`config.mk`:
```
export PLATFORM = sky130hd
export DESIGN_NAME = hls_kernel_launcher
export DESIGN_NICKNAME = d
export VERILOG_FILES = /design/src/rtl/hls_kernel_launcher.sv
export SDC_FILE = /design/constraint.sdc
export NUM_CORES = 1
export LEC_CHECK = 0
export ABC_AREA = 0
export CAP_MARGIN = 20
export CORE_MARGIN = 1
export CORE_UTILIZATION = 45
export CTS_CLUSTER_DIAMETER = 150
export DETAILED_ROUTE_END_ITERATION = 8
export PLACE_DENSITY = 0.83
export SKIP_LAST_GASP = 1
export SYNTH_ARGS = -nofsm -noshare
export SYNTH_HDL_FRONTEND = slang
export SYNTH_SLANG_ARGS = --single-unit
```
`constraint.sdc`:
```
create_clock -name clk_i -period 5.8 [get_ports clk_i]
set_clock_uncertainty 0.15 [all_clocks]
set_input_delay 1.16 -clock clk_i [delete_from_list [all_inputs] [get_ports clk_i]]
set_output_delay 1.16 -clock clk_i [all_outputs]
set_load 0.05 [all_outputs]
```
`src/rtl/hls_kernel_launcher.sv`:
```
// hls_kernel_launcher
//   Sequencer for the AXI-lite control slave of an HLS kernel. It accepts one
//   job descriptor, programs the argument registers, enables the done
//   interrupt (IER, GIE) and sets ap_start. It then waits for the kernel
//   interrupt, clears the ISR and reads AP_CTRL back before it reports a
//   completion status.
//
//   Optional feature: define HLS_KERNEL_LAUNCHER_TIMEOUT_EN to add a watchdog
//   on the interrupt wait. When the watchdog expires the launcher ends the job
//   with status 2'b10 and skips the ISR write and the AP_CTRL read.
//
// Ports
//   clk_i, rst_i        clock, synchronous active-high reset
//   job_valid_i/_ready_o, job_args_i
//                       job descriptor handshake; word i at [32i+31:32i]
//   done_valid_o/_ready_i, done_status_o
//                       completion handshake; 00 OK, 01 bus error, 10 timeout
//   busy_o              a job is in flight
//   interrupt_i         kernel level interrupt
//   m_aw*/m_w*/m_b*     AXI-lite write channels (master side)
//   m_ar*/m_r*          AXI-lite read channels (master side)
module hls_kernel_launcher #(
  parameter int NUM_ARGS       = 4,
  parameter int ADDR_WIDTH     = 32,
  parameter int ARG_BASE       = 32'h10,
  parameter int ARG_STRIDE     = 32'h8,
  parameter int TIMEOUT_CYCLES = 32'd1000000
) (
  input  logic                     clk_i,
  input  logic                     rst_i,
  input  logic                     job_valid_i,
  output logic                     job_ready_o,
  input  logic [32*NUM_ARGS-1:0]   job_args_i,
  output logic                     done_valid_o,
  input  logic                     done_ready_i,
  output logic [1:0]               done_status_o,
  output logic                     busy_o,
  input  logic                     interrupt_i,
  output logic                     m_awvalid_o,
  input  logic                     m_awready_i,
  output logic [ADDR_WIDTH-1:0]    m_awaddr_o,
  output logic                     m_wvalid_o,
  input  logic                     m_wready_i,
  output logic [31:0]              m_wdata_o,
  output logic [3:0]               m_wstrb_o,
  input  logic                     m_bvalid_i,
  output logic                     m_bready_o,
  input  logic [1:0]               m_bresp_i,
  output logic                     m_arvalid_o,
  input  logic                     m_arready_i,
  output logic [ADDR_WIDTH-1:0]    m_araddr_o,
  input  logic                     m_rvalid_i,
  output logic                     m_rready_o,
  input  logic [31:0]              m_rdata_i,
  input  logic [1:0]               m_rresp_i
);

  localparam int IDX_W = (NUM_ARGS > 1) ? $clog2(NUM_ARGS) : 1;
  localparam logic [IDX_W-1:0] LAST_IDX = IDX_W'(NUM_ARGS - 1);

  localparam logic [ADDR_WIDTH-1:0] ADDR_AP_CTRL = ADDR_WIDTH'(32'h00);
  localparam logic [ADDR_WIDTH-1:0] ADDR_GIE     = ADDR_WIDTH'(32'h04);
  localparam logic [ADDR_WIDTH-1:0] ADDR_IER     = ADDR_WIDTH'(32'h08);
  localparam logic [ADDR_WIDTH-1:0] ADDR_ISR     = ADDR_WIDTH'(32'h0C);

  localparam logic [1:0] STAT_OK      = 2'b00;
  localparam logic [1:0] STAT_BUS_ERR = 2'b01;
`ifdef HLS_KERNEL_LAUNCHER_TIMEOUT_EN
  localparam logic [1:0] STAT_TIMEOUT = 2'b10;
`endif

  typedef enum logic [3:0] {
    S_IDLE, S_WR_ARG, S_WR_IER, S_WR_GIE, S_WR_START,
    S_WAIT_IRQ, S_WR_ISR, S_RD_CTRL, S_DONE
  } state_e;

  // SETUP loads the channel registers, ADDR waits for AW/W (or AR), RESP for B (or R)
  typedef enum logic [1:0] { PH_SETUP, PH_ADDR, PH_RESP } phase_e;

  state_e                    state_q, state_d;
  phase_e                    phase_q, phase_d;
  logic [IDX_W-1:0]          idx_q, idx_d;
  logic [32*NUM_ARGS-1:0]    args_q, args_d;
  logic                      awvalid_q, awvalid_d;
  logic                      wvalid_q, wvalid_d;
  logic                      bready_q, bready_d;
  logic                      arvalid_q, arvalid_d;
  logic                      rready_q, rready_d;
  logic [ADDR_WIDTH-1:0]     awaddr_q, awaddr_d;
  logic [31:0]               wdata_q, wdata_d;
  logic [ADDR_WIDTH-1:0]     araddr_q, araddr_d;
  logic                      done_valid_q, done_valid_d;
  logic [1:0]                status_q, status_d;
  logic                      job_ready_q, job_ready_d;
  logic                      busy_q, busy_d;
`ifdef HLS_KERNEL_LAUNCHER_TIMEOUT_EN
  logic [31:0]               cnt_q, cnt_d;
`endif

  logic [31:0]               arg_words_s [NUM_ARGS];
  logic [ADDR_WIDTH-1:0]     wr_addr_s;
  logic [31:0]               wr_data_s;
  state_e                    wr_next_s;
  logic [IDX_W-1:0]          idx_next_s;

  // ap_done in the AP_CTRL read data is clear-on-read and only informational
  logic unused_s;
  assign unused_s = &{1'b0, m_rdata_i, TIMEOUT_CYCLES[0]};

  // Split the latched descriptor into argument words
  always_comb begin
    for (int k = 0; k < NUM_ARGS; k++) begin
      arg_words_s[k] = args_q[32*k +: 32];
    end
  end

  // Target, payload and follow-on state of the write owned by the current state
  always_comb begin
    wr_addr_s  = '0;
    wr_data_s  = 32'h0000_0001;
    wr_next_s  = S_IDLE;
    idx_next_s = idx_q;
    case (state_q)
      S_WR_ARG: begin
        wr_addr_s = ADDR_WIDTH'(ARG_BASE) + ADDR_WIDTH'(ARG_STRIDE) * ADDR_WIDTH'(idx_q);
        wr_data_s = arg_words_s[idx_q];
        if (idx_q == LAST_IDX) begin
          wr_next_s  = S_WR_IER;
          idx_next_s = '0;
        end else begin
          wr_next_s  = S_WR_ARG;
          idx_next_s = idx_q + IDX_W'(1);
        end
      end
      S_WR_IER: begin
        wr_addr_s = ADDR_IER;
        wr_next_s = S_WR_GIE;
      end
      S_WR_GIE: begin
        wr_addr_s = ADDR_GIE;
        wr_next_s = S_WR_START;
      end
      S_WR_START: begin
        wr_addr_s = ADDR_AP_CTRL;
        wr_next_s = S_WAIT_IRQ;
      end
      S_WR_ISR: begin
        wr_addr_s = ADDR_ISR;
        wr_next_s = S_RD_CTRL;
      end
      default: begin
        wr_addr_s = '0;
        wr_next_s = S_IDLE;
      end
    endcase
  end

  // Next-state and next-output logic of the launch sequencer
  always_comb begin
    state_d    = state_q;
    phase_d    = phase_q;
    idx_d      = idx_q;
    args_d     = args_q;
    awvalid_d  = awvalid_q;
    wvalid_d   = wvalid_q;
    bready_d   = bready_q;
    arvalid_d  = arvalid_q;
    rready_d   = rready_q;
    awaddr_d   = awaddr_q;
    wdata_d    = wdata_q;
    araddr_d   = araddr_q;
    status_d   = status_q;
`ifdef HLS_KERNEL_LAUNCHER_TIMEOUT_EN
    // Held at zero outside WAIT_IRQ, so it starts from zero on every entry
    cnt_d      = 32'd0;
`endif

    case (state_q)
      S_IDLE: begin
        if (job_valid_i && job_ready_q) begin
          args_d   = job_args_i;
          idx_d    = '0;
          status_d = STAT_OK;
          phase_d  = PH_SETUP;
          state_d  = S_WR_ARG;
        end else begin
          state_d  = S_IDLE;
        end
      end

      S_WR_ARG, S_WR_IER, S_WR_GIE, S_WR_START, S_WR_ISR: begin
        case (phase_q)
          PH_SETUP: begin
            awvalid_d = 1'b1;
            wvalid_d  = 1'b1;
            awaddr_d  = wr_addr_s;
            wdata_d   = wr_data_s;
            phase_d   = PH_ADDR;
          end
          PH_ADDR: begin
            // AW and W retire independently; B is accepted once both are gone
            if (awvalid_q && m_awready_i) begin
              awvalid_d = 1'b0;
            end else begin
              awvalid_d = awvalid_q;
            end
            if (wvalid_q && m_wready_i) begin
              wvalid_d = 1'b0;
            end else begin
              wvalid_d = wvalid_q;
            end
            if (!awvalid_d && !wvalid_d) begin
              bready_d = 1'b1;
              phase_d  = PH_RESP;
            end else begin
              phase_d  = PH_ADDR;
            end
          end
          PH_RESP: begin
            if (m_bvalid_i) begin
              bready_d = 1'b0;
              phase_d  = PH_SETUP;
              if (m_bresp_i != 2'b00) begin
                status_d = STAT_BUS_ERR;
                state_d  = S_DONE;
              end else begin
                idx_d    = idx_next_s;
                state_d  = wr_next_s;
              end
            end else begin
              bready_d = 1'b1;
            end
          end
          default: begin
            phase_d = PH_SETUP;
          end
        endcase
      end

      S_WAIT_IRQ: begin
        if (interrupt_i) begin
          phase_d = PH_SETUP;
          state_d = S_WR_ISR;
        end else begin
`ifdef HLS_KERNEL_LAUNCHER_TIMEOUT_EN
          if (cnt_q == 32'(TIMEOUT_CYCLES - 1)) begin
            status_d = STAT_TIMEOUT;
            state_d  = S_DONE;
          end else begin
            cnt_d    = cnt_q + 32'd1;
            state_d  = S_WAIT_IRQ;
          end
`else
          state_d = S_WAIT_IRQ;
`endif
        end
      end

      S_RD_CTRL: begin
        case (phase_q)
          PH_SETUP: begin
            arvalid_d = 1'b1;
            araddr_d  = ADDR_AP_CTRL;
            phase_d   = PH_ADDR;
          end
          PH_ADDR: begin
            if (m_arready_i) begin
              arvalid_d = 1'b0;
              rready_d  = 1'b1;
              phase_d   = PH_RESP;
            end else begin
              arvalid_d = 1'b1;
            end
          end
          PH_RESP: begin
            if (m_rvalid_i) begin
              rready_d = 1'b0;
              phase_d  = PH_SETUP;
              status_d = (m_rresp_i != 2'b00) ? STAT_BUS_ERR : STAT_OK;
              state_d  = S_DONE;
            end else begin
              rready_d = 1'b1;
            end
          end
          default: begin
            phase_d = PH_SETUP;
          end
        endcase
      end

      S_DONE: begin
        if (done_ready_i) begin
          state_d = S_IDLE;
        end else begin
          state_d = S_DONE;
        end
      end

      default: begin
        phase_d = PH_SETUP;
        state_d = S_IDLE;
      end
    endcase

    // Handshake outputs follow the state being entered, so they are registered
    job_ready_d  = (state_d == S_IDLE);
    busy_d       = (state_d != S_IDLE);
    done_valid_d = (state_d == S_DONE);
  end

  // State and output registers; reset abandons any job at once
  always_ff @(posedge clk_i) begin
    if (rst_i) begin
      state_q      <= S_IDLE;
      phase_q      <= PH_SETUP;
      idx_q        <= '0;
      args_q       <= '0;
      awvalid_q    <= 1'b0;
      wvalid_q     <= 1'b0;
      bready_q     <= 1'b0;
      arvalid_q    <= 1'b0;
      rready_q     <= 1'b0;
      awaddr_q     <= '0;
      wdata_q      <= 32'h0;
      araddr_q     <= '0;
      done_valid_q <= 1'b0;
      status_q     <= STAT_OK;
      job_ready_q  <= 1'b1;
      busy_q       <= 1'b0;
`ifdef HLS_KERNEL_LAUNCHER_TIMEOUT_EN
      cnt_q        <= 32'd0;
`endif
    end else begin
      state_q      <= state_d;
      phase_q      <= phase_d;
      idx_q        <= idx_d;
      args_q       <= args_d;
      awvalid_q    <= awvalid_d;
      wvalid_q     <= wvalid_d;
      bready_q     <= bready_d;
      arvalid_q    <= arvalid_d;
      rready_q     <= rready_d;
      awaddr_q     <= awaddr_d;
      wdata_q      <= wdata_d;
      araddr_q     <= araddr_d;
      done_valid_q <= done_valid_d;
      status_q     <= status_d;
      job_ready_q  <= job_ready_d;
      busy_q       <= busy_d;
`ifdef HLS_KERNEL_LAUNCHER_TIMEOUT_EN
      cnt_q        <= cnt_d;
`endif
    end
  end

  assign job_ready_o   = job_ready_q;
  assign busy_o        = busy_q;
  assign done_valid_o  = done_valid_q;
  assign done_status_o = status_q;
  assign m_awvalid_o   = awvalid_q;
  assign m_awaddr_o    = awaddr_q;
  assign m_wvalid_o    = wvalid_q;
  assign m_wdata_o     = wdata_q;
  assign m_wstrb_o     = 4'hF;
  assign m_bready_o    = bready_q;
  assign m_arvalid_o   = arvalid_q;
  assign m_araddr_o    = araddr_q;
  assign m_rready_o    = rready_q;

endmodule
```
==> summary.txt <==
Layout
  • ANT cells: 0
  • Final #Nets: 1274
  • FF+latch area: 3630 sq um
  • Fill cells: 1559
  • Area occupied by multi-input gates: 3690 sq um
  • Fraction of final layout cells with drive strength greater than 1: 4.86%
  • Area Overhead vs Synth: 28.9%

Worst setup path
  • R2R depth: 5
  • Req. time, crit path: 6.00 ns
  • CP Max Fanout: 86
  • Data arrival, critical path: 3.47 ns
  • CP Launch Point: job_valid_i
  • R2r startpoint: state_q[0]$_SDFF_PP0_
  • CP endpoint kind: flop
  • CP Class: in2reg
  • Critical R2R Capture: args_q[117]$_SDFFE_PP0P_
  • Capture point of the critical path: args_q[117]$_SDFFE_PP0P_
  • Flop-to-flop setup slack: 2.67 ns
  • CP startpoint kind: input port

Power
  • Clock share of power: 39.3%
  • Pint: 2.19 mW
  • Power per Cell Area: 303 nW/um^2
  • VDD IR max: 0.199 mV
  • Part of the power in registers: 44.5%
  • Sw Share: 28.9%
  • P_sw: 887 uW
  • Leakage: 3.66 nW
  • Combinational Power Share: 16.2%

Timing
  • WHS: 0.304 ns
  • Pins Over Slew Limit: 0
  • FMAX: 0.306 GHz
  • Unrepaired setup endpoints after global routing: false
  • Setup TNS: 0 ns
  • Worst slew pin tran: 1.02 ns
  • Final Hold Vio Count: 0
  • Relative slew slack: 32.1%
  • Tmin final: 3.27 ns
  • Final setup viols: 0
  • Period utilisation layout: 56.4%

GRT
  • Largest net degree at the start of global routing: 87
  • Number of global-route vias before repair: 6407
  • Antenna violations before repair: 1
  • GRT Overall Usage: 22.0%
  • Overflow after GRT: 0
  • First-pass GRT wire length: 31500 microns

Floorplanning
  • Die ar.: 18000 sq um
  • I/O Pins: 284
  • Core area: 17200 sq um
  • Die H: 134 microns
  • Initial Utilization: 45.9%
  • Die width: 134 microns
  • FP Rows: 48

Drt
  • WL/cell: 14.8 microns
  • Via count: 6834
  • Detailed Routing Iterations Pass 1: 4
  • Post-route ant nets: 0
  • Via-to-Cell Ratio: 5.11
  • Final WL: 19700 microns
  • DRC Markers: 0
  • Initial detailed-routing violation count: 363

Synth
  • Most common cell in the netlist: nand2_1
  • Area leader, netlist: dfxtp_1
  • Post-Synth Simple-Gate Area: 19.4%
  • Syn_area_per_cell: 8.21 sq um
  • EDFF count, synth: 0
  • Synth Area in Compound Gates: 15.5%
  • Largest family of logic cells by synthesized area: simple AND/OR/NAND/NOR gates
  • Synthesis Warnings: 0
  • Synth Area in Adders: 0.159%
  • XOR/XNOR Fraction of Synth Area: 0.111%
  • Register area share after synthesis: 46.0%
  • Area contributors post-synth: dfxtp_1 46%, nand2_1 14%, a21oi_1 9.0%, mux2i_1 8.0%, buf_4 6.3%
  • Most used DFF post-synth: dfxtp_1
  • Most frequent cells after synthesis: 296 x nand2_1, 181 x dfxtp_1, 141 x a21oi_1
  • Netlist cell types: 55
  • Cells after synthesis: 959
  • Mapped Area: 7880 sq um
  • Mux cell area share after synthesis: 8.29%
  • Synth async-reset ratio: 0%
  • Synth top area share: 46.0%
  • Seq cells post-synth: 181

Run status
  • Status: complete, no violations

CTS
  • Clock latency on the worst-skew pair: 0.42 ns
  • Num CTS Buffers: 17
  • CTS tree: done
  • Hold_buf cts: 0
  • Clock slew at reported path FFs: 0.07 ns
  • CTS Buffer Depth: 2
  • Root Buffer: clkbuf_16
  • # clock sinks: 181
  • Post-CTS setup buffer count: 0
  • CTS resizes: 0
  • H-tree levels: 4

Flow run
  • Max-cap violation count: 0

Place
  • Count of input and output buffers: 186
  • Post-DP HPWL: 12600 microns
  • Gpl congestion: 0.843

Min path
  • Hold Path Origin: args_q[88]$_SDFFE_PP0P_
  • HP Class: reg2reg
==> layout make-up <==
cell class	count	area share [%]
Tap cell	225	2.77
Inverter	4	0.148
Clock buffer	19	4.46
Timing Repair Buffer	193	18.8
Clock inverter	13	1.74
Multi-Input combinational cell	702	36.3
Sequential cell	181	35.7
==> registers in the layout, indices dropped and copies added, names as in the netlist <==
name and cells:
args_q 128, busy_o 1, done_status_o 1, done_valid_o 1, idx_q 2, job_ready_o 1, m_arvalid_o 1, m_awaddr_o 4
m_awvalid_o 1, m_bready_o 1, m_rready_o 1, m_wdata_o 32, m_wvalid_o 1, phase_q 2, state_q 4
==> layer usage <==
metal / track usage, % / wire, microns / vias up
met5: 0 / 9 / -
met4: 7.55 / 306 / 2
met3: 4.76 / 1140 / 27
met2: 36.6 / 9430 / 207
met1: 28.1 / 8840 / 3201
li1: - / - / 3397
==> logic make-up after synthesis <==
logic type	after synthesis
AOI/OAI and AO/OA	207
xor gates and xnor gates	1
DFF	181
adders and majority gates	1
and+or+nand+nor	364
other	2
buffers and inverters	139
muxes	64
==> power groups by stage <==
stage               Sequential, mW  Clock, mW  Combinational, mW
global route                  1.38       1.28              0.542
detailed placement            1.40          0              0.499
CTS                           1.37       1.23              0.501
finish                        1.37       1.21              0.499
floorplan                     1.40          0              0.358
global placement              1.39          0              0.494
==> cell usage in the layout, fill, tap and decap left out, drive strengths merged, types with 2 or more instances in the layout <==
master	count
nand3b	5
or4b	2
nor2	22
a311oi	3
a21oi	142
nand4b	2
nand2	296
nor3b	2
nand3	4
conb	65
clkbuf	19
nor2b	4
dfxtp	181
nand2b	2
o221ai	30
or2	2
bufinv	2
buf	8
nor3	7
mux2i	63
a211oi	5
nor4b	2
o22ai	2
a2bb2oi	2
clkdlybuf4s50	185
and2	2
and3	3
and3b	2
or3	2
o31ai	2
clkinv	3
o21ai	11
inv	12
nor4	2
==> worst max-delay path: stages <==
cell             delay [ns]
clkdlybuf4s50_1        0.45
nand3b_1               0.24
or2_4                  0.81
buf_4                  0.52
nand2_1                0.10
a21oi_1                0.16
==> worst min-delay path by stage <==
stage | endpoint | slack (ns) | cells after the start
after CTS | args_q[68]$_SDFFE_PP0P_ | 0.31 | 2
after global placement | args_q[94]$_SDFFE_PP0P_ | 0.29 | 2
after floorplan | args_q[32]$_SDFFE_PP0P_ | 0.28 | 2
final | args_q[88]$_SDFFE_PP0P_ | 0.30 | 2
after detailed placement | args_q[88]$_SDFFE_PP0P_ | 0.30 | 2
after global routing | args_q[84]$_SDFFE_PP0P_ | 0.32 | 2
==> metrics by stage <==
stage / power, mW / area [sq um] / cells / worst slack (ns) / util [%]
2_1_floorplan: 1.76 / 8110 / 1022 / 3.32 / -
3_3_place_gp: 1.89 / 9520 / 1305 / 2.14 / 55.4
3_5_place_dp: 1.89 / 9520 / 1305 / 2.10 / 55.4
5_1_grt: 3.20 / 10200 / 1337 / 2.37 / 59.1
4_1_cts: 3.10 / 10200 / 1337 / 2.56 / 59.1
6_report: 3.07 / 10200 / 1337 / 2.53 / 59.1
Note: power is estimated with default switching activity, not from simulation.
